==> src/rtl/swap_pkg.sv <==
// Shared defaults and helpers for the swap arbiter block.
package swap_pkg;

  localparam int W_DEF    = 8;
  localparam int NREQ_DEF = 2;

  // Width of a requester index. It is never narrower than one bit.
  function automatic int idw(input int n);
    int c;
    c = $clog2(n);
    return (c < 1) ? 1 : c;
  endfunction

endpackage

==> src/rtl/bit_reverse.sv <==
// Purely combinational mirror of a W-bit word, so that out[i] = in[W-1-i].
module bit_reverse #(
  parameter int W = 8
) (
  input  logic [W-1:0] data_i,
  output logic [W-1:0] data_o
);

  for (genvar gi = 0; gi < W; gi++) begin : g_rev
    assign data_o[gi] = data_i[W-1-gi];
  end

endmodule

==> src/rtl/swap_arbiter.sv <==
// Round-robin arbiter that shares one bit-reversal datapath between NREQ requesters
// and places each result in a single registered output slot.
module swap_arbiter
  import swap_pkg::*;
#(
  parameter  int NREQ = NREQ_DEF,
  parameter  int W    = W_DEF,
  localparam int IDW  = idw(NREQ)
) (
  input  logic              clk,
  input  logic              reset,
  input  logic [NREQ-1:0]   req_valid,
  input  logic [NREQ-1:0]   req_swap,
  input  logic [NREQ*W-1:0] req_data,
  output logic [NREQ-1:0]   req_ready,
  output logic              out_valid,
  output logic [W-1:0]      out_data,
  output logic [IDW-1:0]    out_id,
  input  logic              out_ready
);

  logic           out_valid_q, out_valid_d;
  logic [W-1:0]   out_data_q,  out_data_d;
  logic [IDW-1:0] out_id_q,    out_id_d;
  logic [IDW-1:0] ptr_q,       ptr_d;

  logic [W-1:0]   word [NREQ];
  logic           grant_vld;
  logic [IDW-1:0] grant_idx;
  logic           free;
  logic           accept;
  logic [W-1:0]   raw_word;
  logic [W-1:0]   rev_word;
  logic [W-1:0]   res_word;

  for (genvar gi = 0; gi < NREQ; gi++) begin : g_word
    assign word[gi] = req_data[gi*W +: W];
  end

  // Scan from the highest offset down so the lowest offset from ptr wins.
  always_comb begin : p_scan
    int idx;
    idx       = 0;
    grant_vld = 1'b0;
    grant_idx = '0;
    for (int k = NREQ - 1; k >= 0; k--) begin
      idx = int'(ptr_q) + k;
      if (idx >= NREQ) idx = idx - NREQ;
      if (req_valid[IDW'(idx)]) begin
        grant_vld = 1'b1;
        grant_idx = IDW'(idx);
      end
    end
  end

  assign free      = !out_valid_q || out_ready;
  assign accept    = grant_vld && free;
  assign req_ready = accept ? (NREQ'(1) << grant_idx) : '0;

  assign raw_word = word[grant_idx];

  bit_reverse #(.W(W)) u_rev (
    .data_i (raw_word),
    .data_o (rev_word)
  );

  assign res_word = req_swap[grant_idx] ? rev_word : raw_word;

  always_comb begin
    out_valid_d = out_valid_q;
    out_data_d  = out_data_q;
    out_id_d    = out_id_q;
    ptr_d       = ptr_q;
    if (accept) begin
      out_valid_d = 1'b1;
      out_data_d  = res_word;
      out_id_d    = grant_idx;
      ptr_d       = (grant_idx == IDW'(NREQ - 1)) ? '0 : grant_idx + 1'b1;
    end else if (out_valid_q && out_ready) begin
      out_valid_d = 1'b0;
    end
  end

  always_ff @(posedge clk) begin
    if (reset) begin
      out_valid_q <= 1'b0;
      out_data_q  <= '0;
      out_id_q    <= '0;
      ptr_q       <= '0;
    end else begin
      out_valid_q <= out_valid_d;
      out_data_q  <= out_data_d;
      out_id_q    <= out_id_d;
      ptr_q       <= ptr_d;
    end
  end

  assign out_valid = out_valid_q;
  assign out_data  = out_data_q;
  assign out_id    = out_id_q;

endmodule

==> config.mk <==
export PLATFORM = sky130hd
export DESIGN_NAME = swap_arbiter
export DESIGN_NICKNAME = d
export VERILOG_FILES = /design/src/rtl/swap_pkg.sv /design/src/rtl/bit_reverse.sv /design/src/rtl/swap_arbiter.sv
export SDC_FILE = /design/constraint.sdc
export NUM_CORES = 1
export LEC_CHECK = 0
export CORE_ASPECT_RATIO = 1.25
export CORE_UTILIZATION = 38
export DETAILED_ROUTE_END_ITERATION = 10
export PLACE_DENSITY = 0.75
export SETUP_SLACK_MARGIN = 0.02
export SKIP_CTS_REPAIR_TIMING = 1
export SLEW_MARGIN = 40
export SYNTH_ARGS = -nofsm -noshare
export SYNTH_HDL_FRONTEND = slang
export SYNTH_SLANG_ARGS = --single-unit
==> constraint.sdc <==
create_clock -name clk -period 1.3 [get_ports clk]
set_input_delay 0.195 -clock clk [delete_from_list [all_inputs] [get_ports clk]]
set_output_delay 0.195 -clock clk [all_outputs]
set_load 0.005 [all_outputs]
After elaboration in Yosys (flattened, before gate mapping)
Cells that the tools add are included.
{ "word_totals": {"reg_bits": 11, "output_inout_bits": 12, "word_cells": 41} }
{ "op_classes": {"n_addsub": 4, "order_cmp": 6, "shifts": 1, "muxes": 20, "bitwise": 1, "reduce_logical": 5} }
{ "op_table": {"columns": ["cell", "count"], "rows": [
  ["$mux 8", 4],
  ["$mux 1", 15],
  ["$lt 1x3->1 const B", 2],
  ["$ge 2x2->1 const B", 2],
  ["$add 1x1->2 const B", 1],
  ["$ge 1x2->1 const B", 1],
  ["$logic_and 1x1->1", 2],
  ["$lt 1x2->1 const B", 1],
  ["$mux 2", 1],
  ["$not 1->2", 1],
  ["$reduce_bool 2->1", 1],
  ["$shl 1x1->2 const A", 1],
  ["$sub 1x1->1 const B", 2],
  ["$add 1x1->1 const B", 1],
  ["$logic_not 1->1", 1],
  ["$logic_or 1x1->1", 1]
]} }

Depth between registers and ports, before layout
Gate-level depths: netlist of the first run.
{ "depth": {"word_depth": 13, "mapped_depth": 4} }

Cells and area by module
A second synthesis of the first run with hierarchy kept.
{ "unflattened": {"hier_cells": 90, "hier_area_um2": 808.3} }
{ "modules_own_cells": {"columns": ["mod", "n_inst", "cells_per_inst", "area_per_inst_um2", "seq_area_each_um2"], "rows": [
  ["swap_arbiter", 1, 82, 748.2, 220.2],
  ["bit_reverse", 1, 8, 60.1, 0.0]
]} }

Worst setup path before layout of the first run
No wires, ideal clock.
{ "synth_path": {"path_type": "flip-flop to flip-flop", "startpoint": "register out_valid_q, in the netlist out_valid", "endpoint": "register out_data_q[0], in the netlist out_data[0]", "t_arrival_ns": 1.040, "required_ns": 1.225, "setup_slack_ns": 0.185, "path_stages_with_launch": 5, "path_buffers": 1, "period_less_slack_ns": 1.115, "cell_sequence": "dfxtp_1 -> nor2b_1 -> or3_1 -> buf_2 -> o22ai_1"} }
{ "synth_via": {"elab_chain_cells": 3} }
{ "synth_lines": {"columns": ["item", "line", "rtl"], "rows": [
  ["start, declared", "swap_arbiter.sv:22", "logic out_valid_q, out_valid_d;"],
  ["start signal, assigned", "swap_arbiter.sv:91", "out_valid_q <= out_valid_d;"],
  ["$logic_not 1->1", "swap_arbiter.sv:56", "assign free = !out_valid_q || out_ready;"],
  ["$logic_or 1x1->1", "swap_arbiter.sv:56", null],
  ["$logic_and 1x1->1", "swap_arbiter.sv:57", "assign accept = grant_vld && free;"],
  ["end signal, assigned", "swap_arbiter.sv:92", "out_data_q <= out_data_d;"],
  ["end, declared", "swap_arbiter.sv:23", "logic [W-1:0] out_data_q, out_data_d;"]
]} }
Every way passes these cells.
A chain may end at the register's enable or synchronous reset.

Final worst setup path of the first run
{ "layout_path": {"startpoint": "input port out_ready", "endpoint": "output port req_ready[0]"} }
{ "layout_via": {"elab_chain_cells": 3} }
{ "layout_lines": {"columns": ["item", "line", "rtl"], "rows": [
  ["start, declared", "swap_arbiter.sv:19", "input logic out_ready"],
  ["$logic_or 1x1->1", "swap_arbiter.sv:56", null],
  ["$logic_and 1x1->1", "swap_arbiter.sv:57", null],
  ["$mux 2", "swap_arbiter.sv:58", "assign req_ready = accept ? (NREQ'(1) << grant_idx) : '0;"],
  ["end, declared", "swap_arbiter.sv:15", "output logic [NREQ-1:0] req_ready,"]
]} }
Every way passes these cells.

==> results.cfg, run 1 <==
[outcome]
outcome = complete, but fails checks
violations = setup timing

[floorplan]
ios = 35
num_rows = 16
die-area_sq_um = 1920
start_util_pct = 41.4
die_h_microns = 48.7
coreArea_sq_um = 1600
chipWidth_microns = 39.4

[place]
io_buffer_count = 33
dp_cells = 127
hpwl_microns = 1220
gp_congestion = 0.648
post-place-ws_ps = -548
dpl-instance-area_sq_um = 1110

[cells_and_area]
drive_gt1_share_pct = 25.7
final_area_sq_um = 1190
fin_cells = 131
fin_nets = 137
final_util_pct = 74.1
multi_input_area_sq_um = 437
fillers = 120
register_area_sq_um = 223
syn_to_final_growth_pct = 79.1
n_antenna_cell = 0

[synthesis]
avgSynthCellArea_sq_um = 9.47
synth.distinct_cells = 16
synth_area_sq_um = 663
yosys-top-cells-area = dfxtp_1 (33%), mux2i_1 (24%), mux2_2 (14%)
synth-seq-cells = 11
synthCells = 70
ys_warn_count = 0
yosysTopAreaCell = dfxtp_1
synth_top_area_share_pct = 33.2
synth-seq-area-share_pct = 33.2
synth.net_count = 93

[power_and_ir_drop]
combPwrFrac_pct = 32.7
p_seq_share_pct = 41.9
swShare_pct = 25.0
net-switching-power_mw = 0.224
finalPower_mw = 0.897
power.density_nw_per_um2 = 756
p_int_mw = 0.673
leakagePower_nw = 0.678
clkPwrFrac_pct = 25.4
vdd_drop_max_uv = 579

[critical_path]
slowest_stage = clkdlybuf4s50_1
endpoint_kind = output pin
criticalPathCategory = in -> out
crit_required_ps = 1110
crit_arrival_ps = 1260
crit_chain = clkdlybuf4s50_1 -> nor2b_1 -> or3_1 -> inv_1 -> clkbuf_2
critPathMaxStageDelay_ps = 480
start_kind = primary input
cp_max_fo = 2

[hold_path]
hold_class = in -> reg

[timing]
min_period_ps = 1450
tightest_slew_ps = 157
fin_crit_sh_pct = 112
setup-tns-final_ps = -152
whs_ps = 339
setup_viol = 1
slew_headroom_pct = 89.2
fmax_mhz = 689
drv_slew = 0
layout_setup_ws_ps = -152
finClkSkew_ps = 3.16
hold_violations = 0
grt_setup_unrepaired = true

[grt]
grt_overflow = 0
grt_pass1_vias = 622
grt_pass1_wl_microns = 2440
antenna_found_initial = 0
track_usage_pct = 17.0
grt_max_degree = 12

[run]
cap_violations = 0

[drt]
routed_wl_microns = 1710
postRouteAntennaNets = 0
drc = 0
first_iter_violations = 4
via_per_inst = 5.10
vias = 668
drt_first_pass_iters = 4
wl_per_cell_microns = 13.0

[cts]
clkSinkCount = 11
cts_buffers = 3
clkTransAtPathRegs_ps = 70
clk_latency_ps = 260
cts_root_buffer = clkbuf_4
clockBufferDepth = 2
cts_tree = built
h-tree-depth = 1
-- sequential cells by signal, indices dropped and copies added (netlist names) --
| register | count |
|---|---|
| out_data | 8 |
| out_id | 1 |
| out_valid | 1 |
| ptr_q | 1 |
-- synthesized netlist by cell type --
| master | n |
|---|---|
| a21oi_1 | 3 |
| buf_2 | 3 |
| clkbuf_1 | 1 |
| dfxtp_1 | 11 |
| inv_1 | 2 |
| inv_2 | 1 |
| mux2_2 | 8 |
| mux2i_1 | 16 |
| nand2_1 | 1 |
| nand2b_1 | 9 |
| nand3_1 | 1 |
| nor2_1 | 1 |
| nor2b_1 | 1 |
| o21ai_0 | 2 |
| o22ai_1 | 8 |
| or3_1 | 2 |
-- kinds of logic (layout without fill, tap and decap cells) --
family,after synthesis,in the layout,synth area share (%)
AO/OA/AOI/OAI,13,13,11.3
AND/OR/NAND/NOR,15,15,13.2
flip-flops,11,11,33.2
buffers and inverters,7,50,4.53
multiplexers,24,24,37.7
-- per-layer routing --
metal  vias up  wire (microns)  GRT usage (%)
met5         -               0              0
li1        339               -              -
met1       300             690           20.2
met2        27             853           28.9
met4         0               5           6.90
met3         2             158           2.75
-- power groups by stage --
stage	Clock, mW	Sequential [mW]	Combinational, mW
floorplan	0	0.384	0.116
global placement	0	0.382	0.289
detailed placement	0	0.383	0.293
CTS	0.234	0.375	0.295
global route	0.253	0.379	0.318
finish	0.228	0.376	0.293
-- final timing paths --
kind / startpoint / end / slack, ps / cells after the start
max reg2reg: out_valid$_SDFFE_PP0P_ / out_data[4]$_SDFFE_PP0P_ / 60 / 4
min reg2reg: out_id$_SDFFE_PP0P_ / out_id$_SDFFE_PP0P_ / 480 / 2
min: req_valid[0] / out_valid$_SDFFE_PP0P_ / 340 / 4
max: out_ready / req_ready[0] / -150 / 5
-- area by class of cell --
type / count / share of cell area, %
inverter: 3 / 0.948
multi-input combinational: 52 / 36.8
clock buffer: 4 / 2.21
timing repair buffer: 43 / 39.4
tap: 18 / 1.90
sequential: 11 / 18.8
-- worst max-delay path, delay by kind of cell --
family | cells | cell delay [ps]
buf+inv | 3 | 640
simple gates | 2 | 430
-- cells in the final DEF, fill, tap and decap left out, drive strengths merged --
cell	n
clkdlybuf4s50	20
nor2	1
nand2b	9
o21ai	2
nand3	1
o22ai	8
inv	3
a21oi	3
dlymetal6s2s	12
nor2b	1
dfxtp	11
buf	10
clkbuf	5
nand2	1
mux2	8
mux2i	16
or3	2
No activity file was read; power rests on OpenSTA's default activity.
==> inputs of run 2 (changes only) <==
- CORE_ASPECT_RATIO: 1.25 -> 1.2
- SETUP_SLACK_MARGIN: 0.02 -> 0.1
==> results.cfg, run 2 (synthesis results as in run 1) <==
[run]
cap_violations = 0

[critical_path]
endpoint_kind = output pin
start_kind = flop
slowest_stage = or3_4
crit_arrival_ps = 1170
crit_required_ps = 1110
crit_chain = nor2b_4 -> or3_4 -> inv_2 -> clkbuf_2
cp_max_fo = 2
critPathMaxStageDelay_ps = 340
path_delay_family = simple AND/OR/NAND/NOR gates
criticalPathCategory = reg -> out
path_buf_inv = 2

[cells_and_area]
final_common_cell = clkdlybuf4s50_1
syn_to_final_growth_pct = 88.7
final_util_pct = 76.2
n_antenna_cell = 0
mostFrequentLayoutCells = clkdlybuf4s50_1 (19), mux2i_1 (16), dlymetal6s2s_1 (12)
largest_reg_flops = 8
drive_gt1_share_pct = 36.0
fin_nets = 138

[drt]
drc = 0
drt_first_pass_iters = 2
routed_wl_microns = 1840
vias = 688
first_iter_violations = 4
wl_per_cell_microns = 14.0
via_per_inst = 5.21
postRouteAntennaNets = 0

[grt]
grt_pass1_wl_microns = 2350
grt_max_degree = 12
track_usage_pct = 17.8
antenna_found_initial = 0
grt_pass1_vias = 625
grt_overflow = 0

[timing]
tightest_slew_ps = 161
fin_crit_sh_pct = 105
drv_slew = 0
layout_setup_ws_ps = -69.3
fmax_mhz = 730
grt_setup_unrepaired = true
hold_violations = 0
min_period_ps = 1370
finClkSkew_ps = 5.77
setup_viol = 1
slew_headroom_pct = 88.9

[power_and_ir_drop]
power.density_nw_per_um2 = 734
swShare_pct = 25.3
p_seq_share_pct = 41.0
combPwrFrac_pct = 35.0
p_int_mw = 0.686
leakagePower_nw = 0.685
vdd_drop_max_uv = 594
clkPwrFrac_pct = 24.0
net-switching-power_mw = 0.232

[outcome]
violations = setup timing
outcome = complete, but fails checks

[floorplan]
die_h_microns = 47.8
chipWidth_microns = 40.1
num_rows = 16
ios = 35
die-area_sq_um = 1920
coreArea_sq_um = 1640
start_util_pct = 40.4

[place]
gp_congestion = 0.628
hpwl_microns = 1360
post-place-ws_ps = -529
io_buffer_count = 33

[cts]
cts_buffers = 3
clkTransAtPathRegs_ps = 60
clkSinkCount = 11
cts_tree = built
cts_root_buffer = clkbuf_4
clockBufferDepth = 2
h-tree-depth = 1
clk_latency_ps = 260

[hold_path]
hold_class = in -> reg
-- run 2: cell count changes in the layout (fill, tap and decap cells not counted) --
cell / change
nor2b_4: +1
or3_1: -1
nand3_2: -1
inv_1: -2
or3_4: +1
nor2b_1: -1
nand3_4: +1
o22ai_2: +6
inv_2: +2
clkbuf_2: +1
clkdlybuf4s50_1: -1
buf_6: +1
o22ai_1: -6
-- run 2: final timing paths --
check / from / end / slack [ps] / depth (start not counted)
min reg2reg: out_id$_SDFFE_PP0P_ / out_id$_SDFFE_PP0P_ / 490 / 2
max reg2reg: out_valid$_SDFFE_PP0P_ / out_data[5]$_SDFFE_PP0P_ / 50 / 4
max: out_valid$_SDFFE_PP0P_ / req_ready[0] / -70 / 4
min: req_valid[0] / out_valid$_SDFFE_PP0P_ / 370 / 4
-- run 2: metal layers --
metal  GRT usage [%]  routed length (microns)  vias up
met4            6.21                        0        0
met5               0                        0        -
met2            37.1                     1010       26
met1            16.3                      696      321
li1                -                        -      341
met3            2.79                      135        0
-- run 2: power groups by stage --
stage	sequential (mW)	clock, mW	combinational, mW
after floorplan	0.384	0	0.116
after global placement	0.382	0	0.289
after detailed placement	0.383	0	0.296
after CTS	0.375	0.225	0.297
after global routing	0.380	0.245	0.347
final	0.376	0.220	0.321
-- run 2: per-stage QoR --
stage	cells	total power, mW	hold slack, ps	TNS, ps	cell area (sq um)
2_1_floorplan	70	0.500	356	0	663
3_3_place_gp	127	0.670	471	-3470	1110
3_5_place_dp	127	0.678	476	-3780	1110
4_1_cts	131	0.897	489	-1750	1140
5_1_grt	132	0.972	383	-121	1250
6_report	132	0.918	367	-69.3	1250
-- run 2: cell type report --
class / count / area, sq um
Sequential cell: 11 / 223
Clock buffer: 4 / 26.3
Fill cell: 124 / 390
Tap cell: 18 / 22.5
Multi-Input combinational cell: 52 / 494
Timing Repair Buffer: 44 / 474
Inverter: 3 / 11.3
-- run 2: worst reg2reg max path, stage by stage, from the launching register on --
cell,delay (ps)
dfxtp_2,320
nor2b_4,120
buf_6,120
or3_4,450
o22ai_1,170
